### src/rtl/slow_mem_arbiter.sv
// Shares one slow line memory between the I-side and D-side miss paths; one owner at a time, one-cycle release gap.
// Optional ARB_RR_EN: simultaneous requests alternate against last_owner instead of the fixed D_FIRST priority.
module slow_mem_arbiter #(
  parameter int ADDR_W  = 28,
  parameter int DATA_W  = 128,
  parameter bit D_FIRST = 1'b1
) (
  input  logic              clk,
  input  logic              rst_n,
  input  logic              i_read,
  input  logic              i_write,
  input  logic [ADDR_W-1:0] i_addr,
  input  logic [DATA_W-1:0] i_wdata,
  output logic [DATA_W-1:0] i_rdata,
  output logic              i_ready,
  input  logic              d_read,
  input  logic              d_write,
  input  logic [ADDR_W-1:0] d_addr,
  input  logic [DATA_W-1:0] d_wdata,
  output logic [DATA_W-1:0] d_rdata,
  output logic              d_ready,
  output logic              mem_read,
  output logic              mem_write,
  output logic [ADDR_W-1:0] mem_addr,
  output logic [DATA_W-1:0] mem_wdata,
  input  logic [DATA_W-1:0] mem_rdata,
  input  logic              mem_ready,
  output logic              busy,
  output logic [1:0]        state_o,
  output logic              last_owner_o
);

  // Handshake: a side requests while x_read|x_write is high and holds addr/data/strobes
  // until x_ready (a one-cycle pulse); it drops the strobe on the following cycle.
  typedef enum logic [1:0] {
    IDLE    = 2'd0,
    GRANT_I = 2'd1,
    GRANT_D = 2'd2,
    RELEASE = 2'd3
  } state_t;

  state_t            state_q, state_d;
  logic              last_d_q, last_d_d;  // 1: D side held the most recent grant
  logic [DATA_W-1:0] i_rdata_q, i_rdata_d;
  logic [DATA_W-1:0] d_rdata_q, d_rdata_d;
  logic              req_i, req_d, pick_d;

  assign req_i = i_read | i_write;
  assign req_d = d_read | d_write;

`ifdef ARB_RR_EN
  assign pick_d = ~last_d_q;
`else
  assign pick_d = D_FIRST;
`endif

  always_ff @(posedge clk) begin
    if (!rst_n) begin
      state_q   <= IDLE;
      last_d_q  <= 1'b0;
      i_rdata_q <= '0;
      d_rdata_q <= '0;
    end else begin
      state_q   <= state_d;
      last_d_q  <= last_d_d;
      i_rdata_q <= i_rdata_d;
      d_rdata_q <= d_rdata_d;
    end
  end

  always_comb begin
    state_d   = state_q;
    last_d_d  = last_d_q;
    i_rdata_d = i_rdata_q;
    d_rdata_d = d_rdata_q;
    mem_read  = 1'b0;
    mem_write = 1'b0;
    mem_addr  = '0;
    mem_wdata = '0;
    i_ready   = 1'b0;
    d_ready   = 1'b0;
    i_rdata   = i_rdata_q;
    d_rdata   = d_rdata_q;
    case (state_q)
      IDLE: begin
        if (req_i && req_d) begin
          state_d  = pick_d ? GRANT_D : GRANT_I;
          last_d_d = pick_d;
        end else if (req_d) begin
          state_d  = GRANT_D;
          last_d_d = 1'b1;
        end else if (req_i) begin
          state_d  = GRANT_I;
          last_d_d = 1'b0;
        end
      end
      // A write wins over a simultaneous read; a dropped request aborts without a ready pulse.
      GRANT_I: begin
        mem_read  = i_read & ~i_write;
        mem_write = i_write;
        mem_addr  = i_addr;
        mem_wdata = i_wdata;
        i_rdata   = mem_rdata;
        if (!req_i) begin
          state_d = RELEASE;
        end else if (mem_ready) begin
          i_ready   = 1'b1;
          i_rdata_d = mem_rdata;
          state_d   = RELEASE;
        end
      end
      GRANT_D: begin
        mem_read  = d_read & ~d_write;
        mem_write = d_write;
        mem_addr  = d_addr;
        mem_wdata = d_wdata;
        d_rdata   = mem_rdata;
        if (!req_d) begin
          state_d = RELEASE;
        end else if (mem_ready) begin
          d_ready   = 1'b1;
          d_rdata_d = mem_rdata;
          state_d   = RELEASE;
        end
      end
      RELEASE: state_d = IDLE;
      default: state_d = IDLE;
    endcase
  end

  assign busy         = (state_q != IDLE);
  assign state_o      = state_q;
  assign last_owner_o = last_d_q;

endmodule
### config.mk
export PLATFORM = sky130hd
export DESIGN_NAME = slow_mem_arbiter
export DESIGN_NICKNAME = d
export VERILOG_FILES = /design/src/rtl/slow_mem_arbiter.sv
export SDC_FILE = /design/constraint.sdc
export NUM_CORES = 1
export LEC_CHECK = 0
export ABC_AREA = 1
export BUFFER_PORTS_ARGS = -buffer_cell sky130_fd_sc_hd__buf_2
export CAP_MARGIN = 20
export CORE_AREA = 2 2 337 339
export DETAILED_ROUTE_END_ITERATION = 10
export DIE_AREA = 0 0 339 341
export MAX_ROUTING_LAYER = met4
export PLACE_DENSITY = 0.33
export REMOVE_ABC_BUFFERS = 1
export SLEW_MARGIN = 10
export SYNTH_ARGS = -nofsm -noshare
export SYNTH_HDL_FRONTEND = slang
export SYNTH_SLANG_ARGS = --single-unit
### constraint.sdc
create_clock -name clk -period 1.9 [get_ports clk]
set_input_delay 0.095 -clock clk [delete_from_list [all_inputs] [get_ports clk]]
set_output_delay 0.095 -clock clk [all_outputs]
set_load 0.05 [all_outputs]
==> flow_metrics.tcl <==
set metrics [dict create \
    drive_gt1_share_pct 42.4 \
    cp-startpoint "state_o[0]" \
    synth_most_common_cell "nand2_1" \
    synth_top_area_share_pct 35.9 \
    wl_per_cell_um 22.8 \
    hold_path.class "input pin to flip-flop" \
    violations "setup timing" \
    dieArea_sq_um 116000 \
    slew_viol_final 0 \
    min_period_ns 2.32 \
    relSlewSlack_pct 65.1 \
    synth_edf_count 0 \
    port_buffers 866 \
    ys_top_cells_by_area "dfxtp_1 36%, nand2_1 28%, nor2_1 13%" \
    grt_pass1_vias 20200 \
    hold_viol_final 0 \
    fin_skew_ns 0.0189 \
    p_leak_uw 0.0136 \
    syn_inst 2507 \
    synth_fa_ha_area_share_pct 0.519 \
    insertion_delay_ns 0.55 \
    vias_per_cell 3.97 \
    synth_compound_area_share_pct 14.6 \
    worst_pin_slew_ns 0.523 \
    drt-total-wl_mm 118 \
    antenna_found_initial 57 \
    syn_area_per_cell_sq_um 5.77 \
    synth_top_family_by_area "simple AND/OR/NAND/NOR gates" \
    drc_errors 0 \
    clockBufferDepth 3 \
    postSynth.asyncResetShare_pct 0 \
    drtIter0Drc 998 \
    place_hpwl_mm 85.7 \
    rsz0062_at_grt "yes" \
    rr_startpoint "state_o[1]" \
    cts_tree "built" \
    power_uw 37100 \
    num_rows 123 \
    cp_max_fo 5 \
    synthMuxAreaShare_pct 0 \
    required_ns 1.80 \
    outcome "finished with violations" \
    fin_util_pct 27.2 \
    fin_crit_sh_pct 122 \
    critPathCaptureType "output port" \
    critPathKind "flip-flop to output port" \
    synth_xor_area_share_pct 0 \
    cts_root_buffer "clkbuf_16" \
    cts.clk_slew.worst_paths_ns 0.06 \
    htree_num_levels 2 \
    die_w_um 339 \
    start_util_pct 12.9 \
    ys_ff_latch 259 \
    irDropWorstVdd_mv 0.576 \
    p_per_area_nw_per_um2 1220 \
    holdPathStages 6 \
    setup.worst_path.start_class "flip-flop" \
    core_area_sq_um 112000 \
    grt_max_degree 85 \
    maxCapViolCount 0 \
    min_from "i_write" \
    yosys.area_share.simple_pct 42.1 \
    nets 4042 \
    grt-ovfl-total 0 \
    synthFlopType "dfxtp_1" \
    worst_slack_ns -0.417 \
    n_fill_cell 12600 \
    first_pass_iters 5 \
    yosysUniqueCellTypes 21 \
    synthesis.area_sq_um 14500 \
    cts.sinks 259 \
    fmax_mhz 432 \
    cts_inserted_buffers 36 \
    vias 20400 \
    die_h_um 341 \
    yosys_warnings 0 \
    setup_viol 416 \
    gp_congestion 0.908 \
    ant_nets 0 \
    grt_usage_pct 19.2 \
    yosysTopAreaCell "dfxtp_1" \
    area_growth_pct 110 \
    synth_top_cells_by_count "1089 x nand2_1, 517 x nor2_1, 259 x dfxtp_1, 218 x o21ai_0, 162 x a21oi_1" \
    io_pins 867 \
    arrival_ns 2.22 \
    synth_seq_area_share_pct 35.9 \
    r2r_cells 9 \
    grt_pass1_wl_mm 155 \
]
==> state kept, by name, summed over array words and instances (netlist names) <==
register	cells
d_rdata_q	128
i_rdata_q	128
state_o	2
last_owner_o	1
==> final cells by class <==
class	instances	area, sq um	share of cell area, %
repair buffers	1237	11900	39.3
multi-input cells	2041	10100	33.1
flip-flops and latches	259	5190	17.1
well taps	1500	1880	6.17
clock buffers	56	1100	3.61
inverters	14	105	0.346
diodes	39	97.6	0.321
clock inverters	5	42.5	0.140
==> logic make-up (layout without fill, tap and decap cells) <==
| logic type | Yosys count | in the layout |
|---|---|---|
| and+or+nand+nor | 1614 | 1614 |
| AOI/OAI and AO/OA | 421 | 421 |
| DFF | 259 | 259 |
| buffers and inverters | 207 | 1312 |
| adders and majority gates | 6 | 6 |
| other | 0 | 39 |
==> per-layer routing <==
layer  GRT usage (%)  routed length, um
met5               -                  0
met4            8.06               5640
met3            4.09               6290
met2            35.3              61900
met1            19.7              43900
==> path summary, 6_finish.rpt <==
kind | to | slack, ns
worst min register to register | d_rdata_q[83] | 0.48
worst max-delay path | mem_wdata[121] | -0.42
worst max register to register | d_rdata_q[97] | 0.08
worst min-delay path | state_o[1] | 0.08
==> cell usage in the layout, fill, tap and decap left out, types with 39 or more instances in the layout <==
master         Yosys  routed
nand2_1         1089     845
buf_2             73     569
nor2_1           517     517
dfxtp_1          259     257
o21ai_0          218     218
nand2_2            1     150
buf_12             0     140
buf_6             14     139
dlygate4sd3_1      0     134
buf_4              5     131
nand2_4            0      90
a21oi_2            0      90
buf_8              0      76
clkbuf_16          0      57
a21oi_1          162      49
o21ai_1           41      41
diode_2            0      39
==> what timing repair did <==
action	4_1_cts	5_1_grt
endpoints found under the setup margin	416	454
endpoints found under the hold margin	259	0
pin swaps	39	94
hold buffers	134	0
gates resized for setup	388	744
setup buffers	34	32
gates cloned	24	21
==> critical path: stages, from the launching register on <==
cell and delay [ns]:
dfxtp_4 0.38, buf_6 0.12, ha_4 0.15, buf_12 0.14, buf_6 0.11, buf_16 0.12, nand2_1 0.11, a21oi_2 0.23
buf_4 0.16, buf_12 0.13
==> stage by stage <==
step	setup WS (ns)	instance area [sq um]	setup TNS, ns	hold WS [ns]	std cells
floorplan	-8.62	13500	-4157.68	0.227	2314
global placement	-0.226	22600	-0.646	0.384	4818
detailed placement	-0.236	22600	-0.607	0.389	4818
CTS	-0.500	27400	-168.74	0.00516	5070
global route	-0.497	30400	-170.93	0.104	5151
finish	-0.417	30400	-127.92	0.0774	5151
==> power breakdown <==
part           switching, uW  leakage, uW  internal (uW)  total (uW)
Combinational          15200       0.0110           8820       24000
Sequential               352      0.00211           6020        6370
Clock                   2760     0.000557           3960        6730
Total                  18300       0.0136          18800       37100
Note: power is estimated with default switching activity, not from simulation.
